$ cat src/rtl/memory_arbiter.sv
// Shared memory-port arbiter for the RV32IM core: round-robin between fetch and data
// requesters, fixed read-latency sequencing, one-cycle read-data valid pulses.
module memory_arbiter #(
  parameter int unsigned READ_LATENCY = 1
) (
  input  logic        clk,
  input  logic        reset,
  input  logic        if_req,
  input  logic [31:0] if_addr,
  output logic        if_ready,
  output logic        if_rvalid,
  output logic [31:0] if_rdata,
  input  logic        d_req,
  input  logic        d_we,
  input  logic [31:0] d_addr,
  input  logic [31:0] d_wdata,
  input  logic [2:0]  d_funct3,
  output logic        d_ready,
  output logic        d_rvalid,
  output logic [31:0] d_rdata,
  output logic [31:0] mem_address,
  output logic        mem_write_en,
  output logic [31:0] mem_write_value,
  output logic [2:0]  mem_funct3,
  input  logic [31:0] mem_read_value
);

  typedef enum logic {IDLE, READ_WAIT} state_t;
  typedef enum logic {FETCH, DATA} src_t;

  localparam logic [2:0] FUNCT3_WORD = 3'b010;
  localparam logic [3:0] LAT_M1      = 4'(READ_LATENCY - 1);

  state_t      state, state_nxt;
  src_t        last_grant, last_grant_nxt;
  src_t        owner, owner_nxt;
  logic [3:0]  cnt, cnt_nxt;
  logic [31:0] lat_addr, lat_addr_nxt;
  logic [2:0]  lat_funct3, lat_funct3_nxt;
  logic        rv_pend, rv_pend_nxt;
  logic        grant_fetch, grant_data, start_read;

  always_ff @(posedge clk or posedge reset) begin
    if (reset) begin
      state      <= IDLE;
      last_grant <= FETCH;
      owner      <= FETCH;
      cnt        <= '0;
      lat_addr   <= '0;
      lat_funct3 <= FUNCT3_WORD;
      rv_pend    <= 1'b0;
    end else begin
      state      <= state_nxt;
      last_grant <= last_grant_nxt;
      owner      <= owner_nxt;
      cnt        <= cnt_nxt;
      lat_addr   <= lat_addr_nxt;
      lat_funct3 <= lat_funct3_nxt;
      rv_pend    <= rv_pend_nxt;
    end
  end

  always_comb begin
    state_nxt       = state;
    last_grant_nxt  = last_grant;
    owner_nxt       = owner;
    cnt_nxt         = cnt;
    lat_addr_nxt    = lat_addr;
    lat_funct3_nxt  = lat_funct3;
    rv_pend_nxt     = 1'b0;
    grant_fetch     = 1'b0;
    grant_data      = 1'b0;
    start_read      = 1'b0;
    mem_address     = '0;
    mem_write_en    = 1'b0;
    mem_write_value = '0;
    mem_funct3      = FUNCT3_WORD;

    case (state)
      IDLE: begin
        // Readies are gated by reset so an asserted reset silences the port immediately.
        if (!reset) begin
          if (d_req && (!if_req || last_grant == FETCH)) grant_data = 1'b1;
          else if (if_req)                               grant_fetch = 1'b1;
        end
        if (grant_fetch) begin
          mem_address    = if_addr;
          last_grant_nxt = FETCH;
          owner_nxt      = FETCH;
          start_read     = 1'b1;
        end
        if (grant_data) begin
          mem_address    = d_addr;
          mem_funct3     = d_funct3;
          last_grant_nxt = DATA;
          if (d_we) begin
            mem_write_en    = 1'b1;
            mem_write_value = d_wdata;
          end else begin
            owner_nxt  = DATA;
            start_read = 1'b1;
          end
        end
        if (start_read) begin
          lat_addr_nxt   = mem_address;
          lat_funct3_nxt = mem_funct3;
          if (READ_LATENCY == 1) begin
            rv_pend_nxt = 1'b1;
          end else begin
            state_nxt = READ_WAIT;
            cnt_nxt   = LAT_M1;
          end
        end
      end
      READ_WAIT: begin
        mem_address = lat_addr;
        mem_funct3  = lat_funct3;
        if (cnt <= 4'd1) begin
          state_nxt   = IDLE;
          cnt_nxt     = '0;
          rv_pend_nxt = 1'b1;
        end else begin
          cnt_nxt = cnt - 4'd1;
        end
      end
      default: state_nxt = IDLE;
    endcase
  end

  assign if_ready  = grant_fetch;
  assign d_ready   = grant_data;
  assign if_rvalid = rv_pend && (owner == FETCH);
  assign d_rvalid  = rv_pend && (owner == DATA);
  assign if_rdata  = if_rvalid ? mem_read_value : '0;
  assign d_rdata   = d_rvalid ? mem_read_value : '0;

endmodule

$ cat config.mk
export PLATFORM = sky130hd
export DESIGN_NAME = memory_arbiter
export DESIGN_NICKNAME = d
export VERILOG_FILES = /design/src/rtl/memory_arbiter.sv
export SDC_FILE = /design/constraint.sdc
export NUM_CORES = 1
export LEC_CHECK = 0
export BUFFER_PORTS_ARGS = -buffer_cell sky130_fd_sc_hd__buf_2
export CORE_AREA = 5 5 103 105
export CTS_BUF_LIST = sky130_fd_sc_hd__clkbuf_16
export CTS_CLUSTER_DIAMETER = 80
export DETAILED_ROUTE_END_ITERATION = 8
export DIE_AREA = 0 0 108 110
export PLACE_DENSITY_LB_ADDON = 0.2
export SYNTH_ARGS = -nofsm -noshare
export SYNTH_HDL_FRONTEND = slang
export SYNTH_SLANG_ARGS = --single-unit
$ cat constraint.sdc
create_clock -name clk -period 4.3 [get_ports clk]
set_clock_uncertainty 0.1 [all_clocks]
set_input_delay 0.86 -clock clk [delete_from_list [all_inputs] [get_ports clk]]
set_output_delay 0.86 -clock clk [all_outputs]
set_load 0.03 [all_outputs]
# After elaboration in Yosys (flattened, before gate mapping)
# Index checks and enable logic that the tools add are counted.
# totals
reg_bits	43
latchBits	0
ram_bits	0
rom_bits	0
input_bits	136
output_inout_bits	136
wordCells	58
mem_count	0
# classes
addsub	1
multipliers	0
div	0
order_cmp	1
eq_ne	0
n_shift	0
muxes	38
bitwise	3
reduce_logical	8
# op_table
cell	count
$mux 32	7
$pmux 32 s2	1
$mux 1	24
$mux 4	2
$pmux 3 s2	1
$le 4x1->1 const B	1
$pmux 1 s2	2
$reduce_and 2->1	2
$sub 4x1->4 const B	1
$logic_and 1x1->1	3
$mux 3	1
$not 1->1	3
$reduce_bool 2->1	1
$logic_not 1->1	1
$logic_or 1x1->1	1

# Depth between registers and ports, before layout
# Gate-level depths: netlist (run 1).
# depth
ltp_word	12
mapped_depth	6
depth_no_buf	5

# Worst setup path before layout (run 1)
# OpenSTA, ideal clock, no wires.
# synth_path
path_type	input to output
startpoint	input port reset
endpoint	output port mem_funct3[0]
arrival_ps	2937
required_time_ps	3340
setup_slack_ps	403
cell_stages	6
n_path_buf	2
path_cell_list	inv_1 > and3_1 > buf_2 > buf_2 > nand2_1 > o21ai_1
# synth_between
elab_chain_cells	4
# synth_lines
item	line_no	source
from (decl)	7	input logic reset,
$mux 1	82	if (!reset) begin
$mux 1	79	case (state)
$mux 3	92	if (grant_data) begin
$pmux 3 s2	79	
to (decl)	24	output logic [2:0] mem_funct3,
# Every way passes these cells. The select of a mux whose other input is x is not followed.

# Worst setup path after layout (run 1)
# layout_path
startpoint	input port d_req
endpoint	output port mem_address[1]
# layout_between
elab_chain_cells	7
word_cells_on_any_way	10
classes_between	mux: 9; reduce/logical: 1
# layout_lines
item	line_no	source
from (decl)	13	input logic d_req,
$logic_and 1x1->1 *	83	if (d_req && (!if_req || last_grant == FETCH)) grant_data = 1'b1;
$mux 1	83	
$mux 1	82	
$mux 1	79	
$mux 32	86	if (grant_fetch) begin
$mux 32 *	92	
$pmux 32 s2 *	79	
to (decl)	21	output logic [31:0] mem_address,
# Every way passes the cells marked *; elsewhere a longest branch is shown, timed or not. The select of a mux whose other input is x is not followed.

==> results.sh, run 1 <==
export IMPL_drc=0
export IMPL_place_gp_congestion=0.767
export IMPL_firstDrtPassIters=4
export IMPL_cts_tree="done"
export IMPL_r2r_cells=5
export IMPL_clock_tree_root_cell="clkbuf_16"
export IMPL_die_w_um=108
export IMPL_critical_path_class="in -> out"
export IMPL_synth_cell_types=31
export IMPL_cp_arrival_ns=2.26
export IMPL_min_period_ns=3.22
export IMPL_wl_um=10800
export IMPL_p_total_uw=1490
export IMPL_async_reset_ff_share_pct=100
export IMPL_initialDrtViolationCount=179
export IMPL_n_antenna_cell=0
export IMPL_portBuffers=271
export IMPL_clk_latency_ns=0.28
export IMPL_ioPinCount=272
export IMPL_post_synth_top_count_cell="and2_1"
export IMPL_antenna_found_initial=0
export IMPL_h_tree_depth=2
export IMPL_syn_num_nets=451
export IMPL_cts_buffers_inserted=5
export IMPL_r2r_end="lat_addr[27]"
export IMPL_rrSetupSlack_ns=2.06
export IMPL_synth_commonest_cells="and2_1 (67), dfrtp_1 (42), mux2_2 (37)"
export IMPL_synth_area_leaders="dfrtp_1 (32%), mux2_4 (13%), and2_1 (13%)"
export IMPL_netlist_top_cell_by_area="dfrtp_1"
export IMPL_rows=36
export IMPL_synthCells=313
export IMPL_tns_ns=0
export IMPL_cts_hold_buf=0
export IMPL_instances_no_fill=703
export IMPL_hold_path_depth=1
export IMPL_coreArea_mm2=0.00955
export IMPL_yosysTopAreaCellShare_pct=32.4
export IMPL_post_drt_wl_per_cell_um=15.4
export IMPL_synth_edf_count=0
export IMPL_synth_seq_cells=43
export IMPL_start_util_pct=34.0
export IMPL_worstHoldStart="lat_addr[0]"
export IMPL_status="finished clean"
export IMPL_drv_slew=0
export IMPL_hpwl_um=8710
export IMPL_p_leak_uw=0.00296
export IMPL_worst_slew_pin_slew_ns=0.795
export IMPL_ys_flop_type="dfrtp_1"
export IMPL_die_h_um=110
export IMPL_peakVddDrop_uv=142
export IMPL_whs_endpoint="lat_addr[0]"
export IMPL_grt_pass1_vias=3388
export IMPL_period_share_pct=75.0
export IMPL_critPathMaxFanout=32
export IMPL_clk_pin_slew_ns=0.06
export IMPL_hp_class="reg -> reg"
export IMPL_ys_seq_area_share_pct=33.2
export IMPL_clock_fmax_mhz=310
export IMPL_gr_total_overflow=0
export IMPL_grt_max_degree=46
export IMPL_critPathLaunchType="input pin"
export IMPL_cts_resized=0
export IMPL_nNetsFinal=707
export IMPL_drive_above_1_share_pct=62.1
export IMPL_maxSlewHeadroom_pct=47.0
export IMPL_clock_path_buffers=2
export IMPL_area_growth_pct=49.8
export IMPL_ant_nets=0
export IMPL_die_area_mm2=0.0119
export IMPL_netlist_area_mm2=0.00324
export IMPL_finalHoldViolCount=0
export IMPL_dpl_worst_slack_ns=1.07
export IMPL_placed_cells=695
export IMPL_clock_sinks=43
export IMPL_drv_cap=0
export IMPL_cts_setup_buffers=0
export IMPL_fin_ws_ns=1.08
export IMPL_vias=3255
export IMPL_vias_per_cell=4.63
export IMPL_p_per_area_mw_per_mm2=307
export IMPL_grt_pass1_wl_um=16300
export IMPL_endpoint_kind="output port"
export IMPL_r2r_start="last_grant"
export IMPL_avgSynthCellArea_um2=10.4
export IMPL_grt_total_usage_pct=16.9
export IMPL_required_ns=3.34
export IMPL_ys_warn_count=0
export IMPL_grt_setup_unrepaired="no"
export IMPL_setup_violations=0
==> cells by family after synthesis <==
kind of cell / after synthesis / synth area share [%]
buffers and inverters: 37 / 5.52
adders and majority gates: 2 / 0.771
muxes: 70 / 27.5
DFF: 43 / 33.2
AOI/OAI and AO/OA: 42 / 10.6
and+or+nand+nor: 119 / 22.4
==> per-stage QoR <==
stage | utilization (%) | instance area, um^2 | hold slack [ns]
2_1_floorplan | - | 3240 | 0.352
6_report | 50.9 | 4860 | 0.381
5_1_grt | 50.9 | 4860 | 0.401
3_3_place_gp | 48.9 | 4670 | 0.363
4_1_cts | 50.9 | 4860 | 0.388
3_5_place_dp | 48.9 | 4670 | 0.373
==> layout make-up <==
class                   count  area (um^2)
fillers                   902         4690
multi-input cells         233         1990
repair buffers            277         1400
flip-flops and latches     43         1080
well taps                 133          166
clock buffers               5          125
clock inverters             3         63.8
inverters                   9         33.8
==> registers in the layout, summed over array words and instances, names as in the netlist <==
register    cells
owner           1
cnt             4
lat_addr       32
state           1
lat_funct3      3
last_grant      1
rv_pend         1
==> per-layer routing <==
metal  vias to the layer above  track usage [%]  part of all wire, %
li1                       1614                -                    -
met1                      1467             19.7                   39
met2                       162             30.4                   50
met3                        12             5.01                  9.8
met4                         0             4.60                  1.7
met5                         -                0                    0
==> worst max path at each step <==
| stage | start | to | slack, ns | depth (start not counted) |
|---|---|---|---|---|
| 2_1_floorplan | reset | mem_funct3[0] | 0.40 | 6 |
| 3_3_place_gp | d_req | mem_address[1] | 1.11 | 7 |
| 3_5_place_dp | d_req | mem_address[1] | 1.07 | 7 |
| 4_1_cts | d_req | mem_address[1] | 1.07 | 7 |
| 5_1_grt | d_req | mem_address[1] | 0.98 | 7 |
| 6_report | d_req | mem_address[1] | 1.08 | 7 |
==> power by group <==
part	switching [uW]	internal (uW)	leakage (uW)	total (uW)
clock network	152	331	0.0000952	483
logic	280	222	0.00230	502
registers	45.9	460	0.000566	506
==> worst max-delay path, cell delays in order <==
cell	delay (ns)
buf_2	0.12
and2b_1	0.19
nor2_2	0.11
buf_4	0.33
a22o_1	0.27
mux2_2	0.17
buf_2	0.20
==> cells in the final DEF (no fill, tap or decap), drive strengths merged, types with 2 or more instances in the layout <==
cell    netlist  layout
clkbuf       15       5
o21bai        2       2
bufinv        0       2
nand2b        4       4
a22o         32      32
inv           9      10
buf          13     277
dfrtp        42      42
o21ai         3       3
mux2         68      68
ha            2       2
and3         33      33
mux2i         2       2
and2         67      67
nor2          3       3
o22ai         3       3
nand2         5       5
No activity file was read; power rests on OpenSTA's default activity.
==> inputs of run 2 (changes only) <==
Settings changed: ABC_AREA set to 1, CORE_AREA 5 5 103 105 to unset, CORE_MARGIN set to 5, CORE_UTILIZATION set to 36, DIE_AREA 0 0 108 110 to unset.
Clock period 4.3 ns to 2.95 ns, I/O delays scaled along.
==> run 2 against run 1 <==
Register-to-register slack worse by 0.99 ns. Combinational power is 43% higher. Worst setup slack worse by 0.64 ns. Sequential share of layout area is 0.97 points lower. Non-clock buffer count is 8 higher. Final area is 4.4% higher. Critical path type unchanged.
==> results.sh, run 2 <==
export IMPL_synth_area_leaders="dfrtp_1 (31%), nor2_1 (15%), nand2_1 (13%)"
export IMPL_cts_buffers_inserted=5
export IMPL_async_reset_ff_share_pct=100
export IMPL_clock_path_buffers=2
export IMPL_clock_sinks=43
export IMPL_synth_cell_types=22
export IMPL_tns_ns=0
export IMPL_ys_warn_count=0
export IMPL_power_switching_uw=757
export IMPL_p_leak_uw=0.00350
export IMPL_clock_tree_root_cell="clkbuf_16"
export IMPL_area_growth_pct=47.8
export IMPL_clk_latency_ns=0.28
export IMPL_grt_pass1_wl_um=19900
export IMPL_final_common_cell="buf_2"
export IMPL_ys_flop_type="dfrtp_1"
export IMPL_synth_seq_cells=43
export IMPL_combinationalPowerShare_pct=33.7
export IMPL_die_w_um=108
export IMPL_place_gp_congestion=0.873
export IMPL_top_register="lat_addr"
export IMPL_ys_seq_area_share_pct=31.4
export IMPL_nNetsFinal=961
export IMPL_die_h_um=108
export IMPL_p_sw_share_pct=35.5
export IMPL_period_share_pct=85.3
export IMPL_largest_reg_flops=32
export IMPL_drive_above_1_share_pct=36.9
export IMPL_die_area_mm2=0.0116
export IMPL_grt_total_usage_pct=20.8
export IMPL_hpwl_um=10300
export IMPL_drv_cap=0
export IMPL_netlist_top_cell_by_area="dfrtp_1"
export IMPL_grt_use_met3_pct=4.50
export IMPL_top_regs="lat_addr (32), cnt (4), lat_funct3 (3)"
export IMPL_coreArea_mm2=0.00928
export IMPL_synth_edf_count=0
export IMPL_synthCells=574
export IMPL_instances_no_fill=953
export IMPL_critPathLaunchType="input pin"
export IMPL_post_synth_top_count_cell="nor2_1"
export IMPL_gr_total_overflow=0
export IMPL_antenna_found_initial=0
export IMPL_status="finished clean"
export IMPL_final_cell_mix="buf_2 (271), nor2_1 (135), nand2_1 (120)"
export IMPL_grt_setup_unrepaired="no"
export IMPL_portBuffers=271
export IMPL_sequentialPowerShare_pct=33.2
export IMPL_required_ns=2.26
export IMPL_grt_busiest_layer="met2"
export IMPL_use_met2_pct=37.7
export IMPL_drc=0
export IMPL_netlist_area_mm2=0.00343
export IMPL_n_antenna_cell=0
export IMPL_cts_resized=0
export IMPL_p_total_uw=2130
export IMPL_grt_pass1_vias=4272
export IMPL_cts_setup_buffers=0
export IMPL_postLayoutCellArea_mm2=0.00507
export IMPL_initialDrtViolationCount=279
export IMPL_critPathMaxFanout=33
export IMPL_setup_violations=0
export IMPL_cp_arrival_ns=1.83
export IMPL_synth_commonest_cells="nor2_1 (135), nand2_1 (120), inv_1 (78)"
export IMPL_p_per_area_mw_per_mm2=421
export IMPL_placed_cells=945
export IMPL_wl_um=12800
export IMPL_cts_tree="done"
export IMPL_endpoint_kind="output port"
export IMPL_syn_num_nets=712
export IMPL_vias=4483
export IMPL_maxSlewHeadroom_pct=72.4
export IMPL_vias_per_cell=4.70
export IMPL_worst_slew_pin_slew_ns=0.414
export IMPL_critical_path_class="in -> out"
export IMPL_peakVddDrop_uv=282
export IMPL_post_drt_wl_per_cell_um=13.4
export IMPL_start_util_pct=37.0
export IMPL_dpl_cell_area_mm2=0.00489
export IMPL_hp_class="in -> async"
export IMPL_ant_nets=0
export IMPL_h_tree_depth=2
export IMPL_drv_slew=0
export IMPL_min_period_ns=2.52
export IMPL_firstDrtPassIters=4
export IMPL_clk_pin_slew_ns=0.06
export IMPL_ioPinCount=272
export IMPL_power_internal_uw=1380
export IMPL_cts_hold_buf=0
export IMPL_finalHoldViolCount=0
export IMPL_grt_max_degree=80
export IMPL_pwr_share_clk_pct=33.1
export IMPL_clock_fmax_mhz=397
export IMPL_rows=35
export IMPL_avgSynthCellArea_um2=5.98
export IMPL_yosysTopAreaCellShare_pct=30.6
export IMPL_grt_util_met1_pct=24.1
run 2: cell count changes in the layout (fill, tap and decap cells not counted), moves of 6 or more:
cell and delta:
nand4_1 +34, a31oi_1 +34, nand2_1 +115, mux2_2 -37, and2_1 -66, mux2_4 -28
nor2_1 +133, buf_4 +6, a22o_1 -32, and3_1 -33, inv_1 +70, nand3_1 +66
run 2: logic make-up (layout without fill, tap and decap cells):
logic type	Yosys count	count (layout)	synth area share (%)
AO/OA/AOI/OAI	40	40	7.10
XOR/XNOR	1	1	0.255
adder cells (fa/ha/maj)	2	2	0.728
buffers and inverters	124	374	14.6
flip-flops	43	43	31.4
AND/OR/NAND/NOR	364	364	46.0
run 2: layer usage:
metal	part of all wire, %	vias to the layer above
li1	-	2318
met1	39	1943
met2	50	199
met3	8.9	23
met4	2.4	0
met5	0	-
run 2: worst paths after layout:
kind                              start             endpoint  slack, ns  depth (start not counted)
setup / recovery                  d_req  mem_write_value[28]       0.43                          7
hold / removal                    reset          lat_addr[5]       0.30                          3
setup reg to reg             last_grant        lat_funct3[0]       1.07                          7
hold reg to reg            lat_addr[20]         lat_addr[20]       0.37                          2
max in group asynchronous         reset          lat_addr[9]       2.12                          3
min in group clk           lat_addr[20]         lat_addr[20]       0.37                          2
run 2: stage by stage:
stage,utilization (%),setup WS [ns],hold slack (ns)
5_1_grt,54.7,0.272,0.313
3_5_place_dp,52.6,0.432,0.359
6_report,54.7,0.433,0.297
4_1_cts,54.7,0.428,0.292
3_3_place_gp,52.6,0.463,0.354
2_1_floorplan,-,0.0575,0.342
run 2: power groups by stage:
stage                     registers (uW)  clock network, uW  logic (uW)
after global placement               715                  0         715
after global routing                 719                748         793
after floorplan                      707                  0         479
after CTS                            709                715         726
final                                709                706         720
after detailed placement             717                  0         726
run 2: worst max-delay path: stages:
cell and delay, ns:
buf_2 0.28, nand3_2 0.17, nor2_2 0.15, nand2_1 0.06, buf_4 0.22, nor2_1 0.13, buf_2 0.21
run 2: layout make-up:
| type | instances | area [um^2] |
|---|---|---|
| clock buffer | 5 | 125 |
| clock inverter | 3 | 63.8 |
| fill | 936 | 4210 |
| inverter | 81 | 304 |
| multi-input combinational | 407 | 1860 |
| sequential | 43 | 1080 |
| tap | 129 | 161 |
| timing repair buffer | 285 | 1490 |
==> inputs of run 3 (changes only) <==
Settings changed: REMOVE_ABC_BUFFERS set to 1.
==> run 3 against run 2 <==
Register-to-register slack got worse by 0.20 ns. Worst setup slack worse by 0.17 ns. Largest cell class unchanged. Highest routed layer is now met5. Sequential power hardly changed. Worst hold slack gained 0.073 ns. Critical path depth increased by 1. Critical path type unchanged. Combinational power grew 1%. Non-clock buffer count fell by 2.
==> results.sh, run 3 (same netlist as run 2, synthesis figures left out) <==
export IMPL_min_period_ns=2.69
export IMPL_r2r_end="lat_addr[29]"
export IMPL_clk_latency_ns=0.27
export IMPL_instances_no_fill=951
export IMPL_start_util_pct=37.0
export IMPL_die_w_um=108
export IMPL_post_drt_wl_per_cell_um=14.3
export IMPL_firstDrtPassIters=5
export IMPL_critPathLaunchType="input pin"
export IMPL_grt_pass1_vias=4164
export IMPL_drv_cap=0
export IMPL_grt_total_usage_pct=22.1
export IMPL_die_area_mm2=0.0116
export IMPL_required_ns=2.26
export IMPL_antenna_found_initial=3
export IMPL_drc=0
export IMPL_portBuffers=271
export IMPL_drv_slew=0
export IMPL_p_leak_uw=0.00348
export IMPL_cts_setup_buffers=0
export IMPL_cp_cell_sequence="buf_2 -> nand2_4 -> nand3_2 -> nor2_2 -> nand2_1 -> buf_4 -> nor2_1 -> buf_2"
export IMPL_rrSetupSlack_ns=0.87
export IMPL_final_common_cell="buf_2"
export IMPL_cp_arrival_ns=2.00
export IMPL_status="finished clean"
export IMPL_area_growth_pct=47.1
export IMPL_setup_violations=0
export IMPL_cts_hold_buf=0
export IMPL_endpoint="mem_write_value[1]"
export IMPL_p_total_uw=2060
export IMPL_wl_um=13600
export IMPL_rows=35
export IMPL_endpoint_kind="output port"
export IMPL_use_met2_pct=37.8
export IMPL_worst_slew_pin_slew_ns=0.442
export IMPL_clock_tree_root_cell="clkbuf_16"
export IMPL_grt_pass1_wl_um=20700
export IMPL_coreArea_mm2=0.00928
export IMPL_final_cell_mix="buf_2 (271), nor2_1 (135), nand2_1 (120)"
export IMPL_slowest_delay_ns=0.25
export IMPL_drive_above_1_share_pct=36.7
export IMPL_path_depth=8
export IMPL_grt_busiest_layer="met2"
export IMPL_gr_total_overflow=0
export IMPL_critical_path_class="in -> out"
export IMPL_vias_per_cell=4.81
export IMPL_ant_nets=0
export IMPL_critPathTopFamily="simple AND/OR/NAND/NOR gates"
export IMPL_vias=4573
export IMPL_die_h_um=108
export IMPL_n_antenna_cell=0
export IMPL_nNetsFinal=959
export IMPL_place_gp_congestion=0.916
export IMPL_initialDrtViolationCount=386
export IMPL_clock_sinks=43
export IMPL_critPathMaxFanout=33
export IMPL_hpwl_um=10700
export IMPL_grt_util_met1_pct=29.9
export IMPL_r2r_start="last_grant"
export IMPL_cts_resized=0
export IMPL_h_tree_depth=2
export IMPL_period_share_pct=91.2
export IMPL_maxSlewHeadroom_pct=70.5
export IMPL_top_register="lat_addr"
export IMPL_cp_num_buf_inv=3
export IMPL_slowest_stage="buf_2"
export IMPL_hp_class="in -> async"
export IMPL_finalHoldViolCount=0
export IMPL_placed_cells=943
export IMPL_grt_use_met3_pct=3.72
export IMPL_ioPinCount=272
export IMPL_startpoint="if_req"
export IMPL_clk_pin_slew_ns=0.06
export IMPL_largest_reg_flops=32
export IMPL_peakVddDrop_uv=266
export IMPL_clock_path_buffers=2
export IMPL_p_per_area_mw_per_mm2=407
export IMPL_grt_max_degree=50
export IMPL_crit_path_frequent_cell="buf_2"
export IMPL_cts_buffers_inserted=5
export IMPL_clock_fmax_mhz=372
export IMPL_r2r_cells=7
export IMPL_cts_tree="done"
export IMPL_top_regs="lat_addr (32), cnt (4), lat_funct3 (3)"
export IMPL_grt_setup_unrepaired="no"
[run 3: changes by cell type in the layout (fill, tap and decap cells not counted)]
cell / before / now
clkinv_1: 0 / 1
buf_4: 12 / 9
bufinv_16: 2 / 1
inv_6: 0 / 1
buf_12: 2 / 3
inv_1: 79 / 78
[run 3: final cells by class]
cell class | count | area, um^2
Fill cell | 975 | 4230
Sequential cell | 43 | 1080
Tap cell | 129 | 161
Multi-Input combinational cell | 407 | 1860
Inverter | 81 | 304
Timing Repair Buffer | 283 | 1480
Clock inverter | 3 | 42.5
Clock buffer | 5 | 125
[run 3: worst reg2reg max path, cell delays in order (launching register included)]
cell and delay [ns]:
dfrtp_1 0.39, nand2_4 0.17, nand2_2 0.24, nand2_2 0.12, nand2_4 0.36, nand2_4 0.36
nand2_1 0.18, nand2_1 0.06
[run 3: how the worst min path moves through the flow]
stage | from | slack, ns | depth (start not counted) | to
after detailed placement | lat_addr[0] | 0.36 | 2 | lat_addr[0]
after global placement | lat_funct3[1] | 0.35 | 2 | lat_funct3[1]
after global routing | lat_funct3[0] | 0.39 | 2 | lat_funct3[0]
after CTS | lat_funct3[1] | 0.37 | 2 | lat_funct3[1]
after floorplan | lat_funct3[2] | 0.34 | 2 | lat_funct3[2]
final | reset | 0.37 | 3 | rv_pend
[run 3: power by group]
| part | leakage, uW | switching (uW) | total (uW) | internal, uW |
|---|---|---|---|---|
| logic | 0.00283 | 500 | 727 | 227 |
| registers | 0.000572 | 41.9 | 708 | 667 |
| clock network | 0.0000818 | 221 | 620 | 399 |
| total | 0.00348 | 763 | 2060 | 1290 |
[run 3: metrics by stage]
| step | setup TNS, ns | hold slack, ns | instance area [um^2] | setup WS [ns] | util, % |
|---|---|---|---|---|---|
| 6_report | 0 | 0.369 | 5050 | 0.261 | 54.4 |
| 4_1_cts | 0 | 0.369 | 5050 | 0.280 | 54.4 |
| 3_5_place_dp | 0 | 0.359 | 4880 | 0.293 | 52.6 |
| 3_3_place_gp | 0 | 0.352 | 4880 | 0.323 | 52.6 |
| 2_1_floorplan | -26.77 | 0.342 | 3240 | -0.817 | - |
| 5_1_grt | 0 | 0.393 | 5050 | 0.144 | 54.4 |
[run 3: routing by layer]
layer | part of all wire [%] | wire, um
met1 | 43 | 5820
met2 | 48 | 6540
met3 | 8.1 | 1110
met4 | 0.67 | 91
met5 | 0.25 | 34
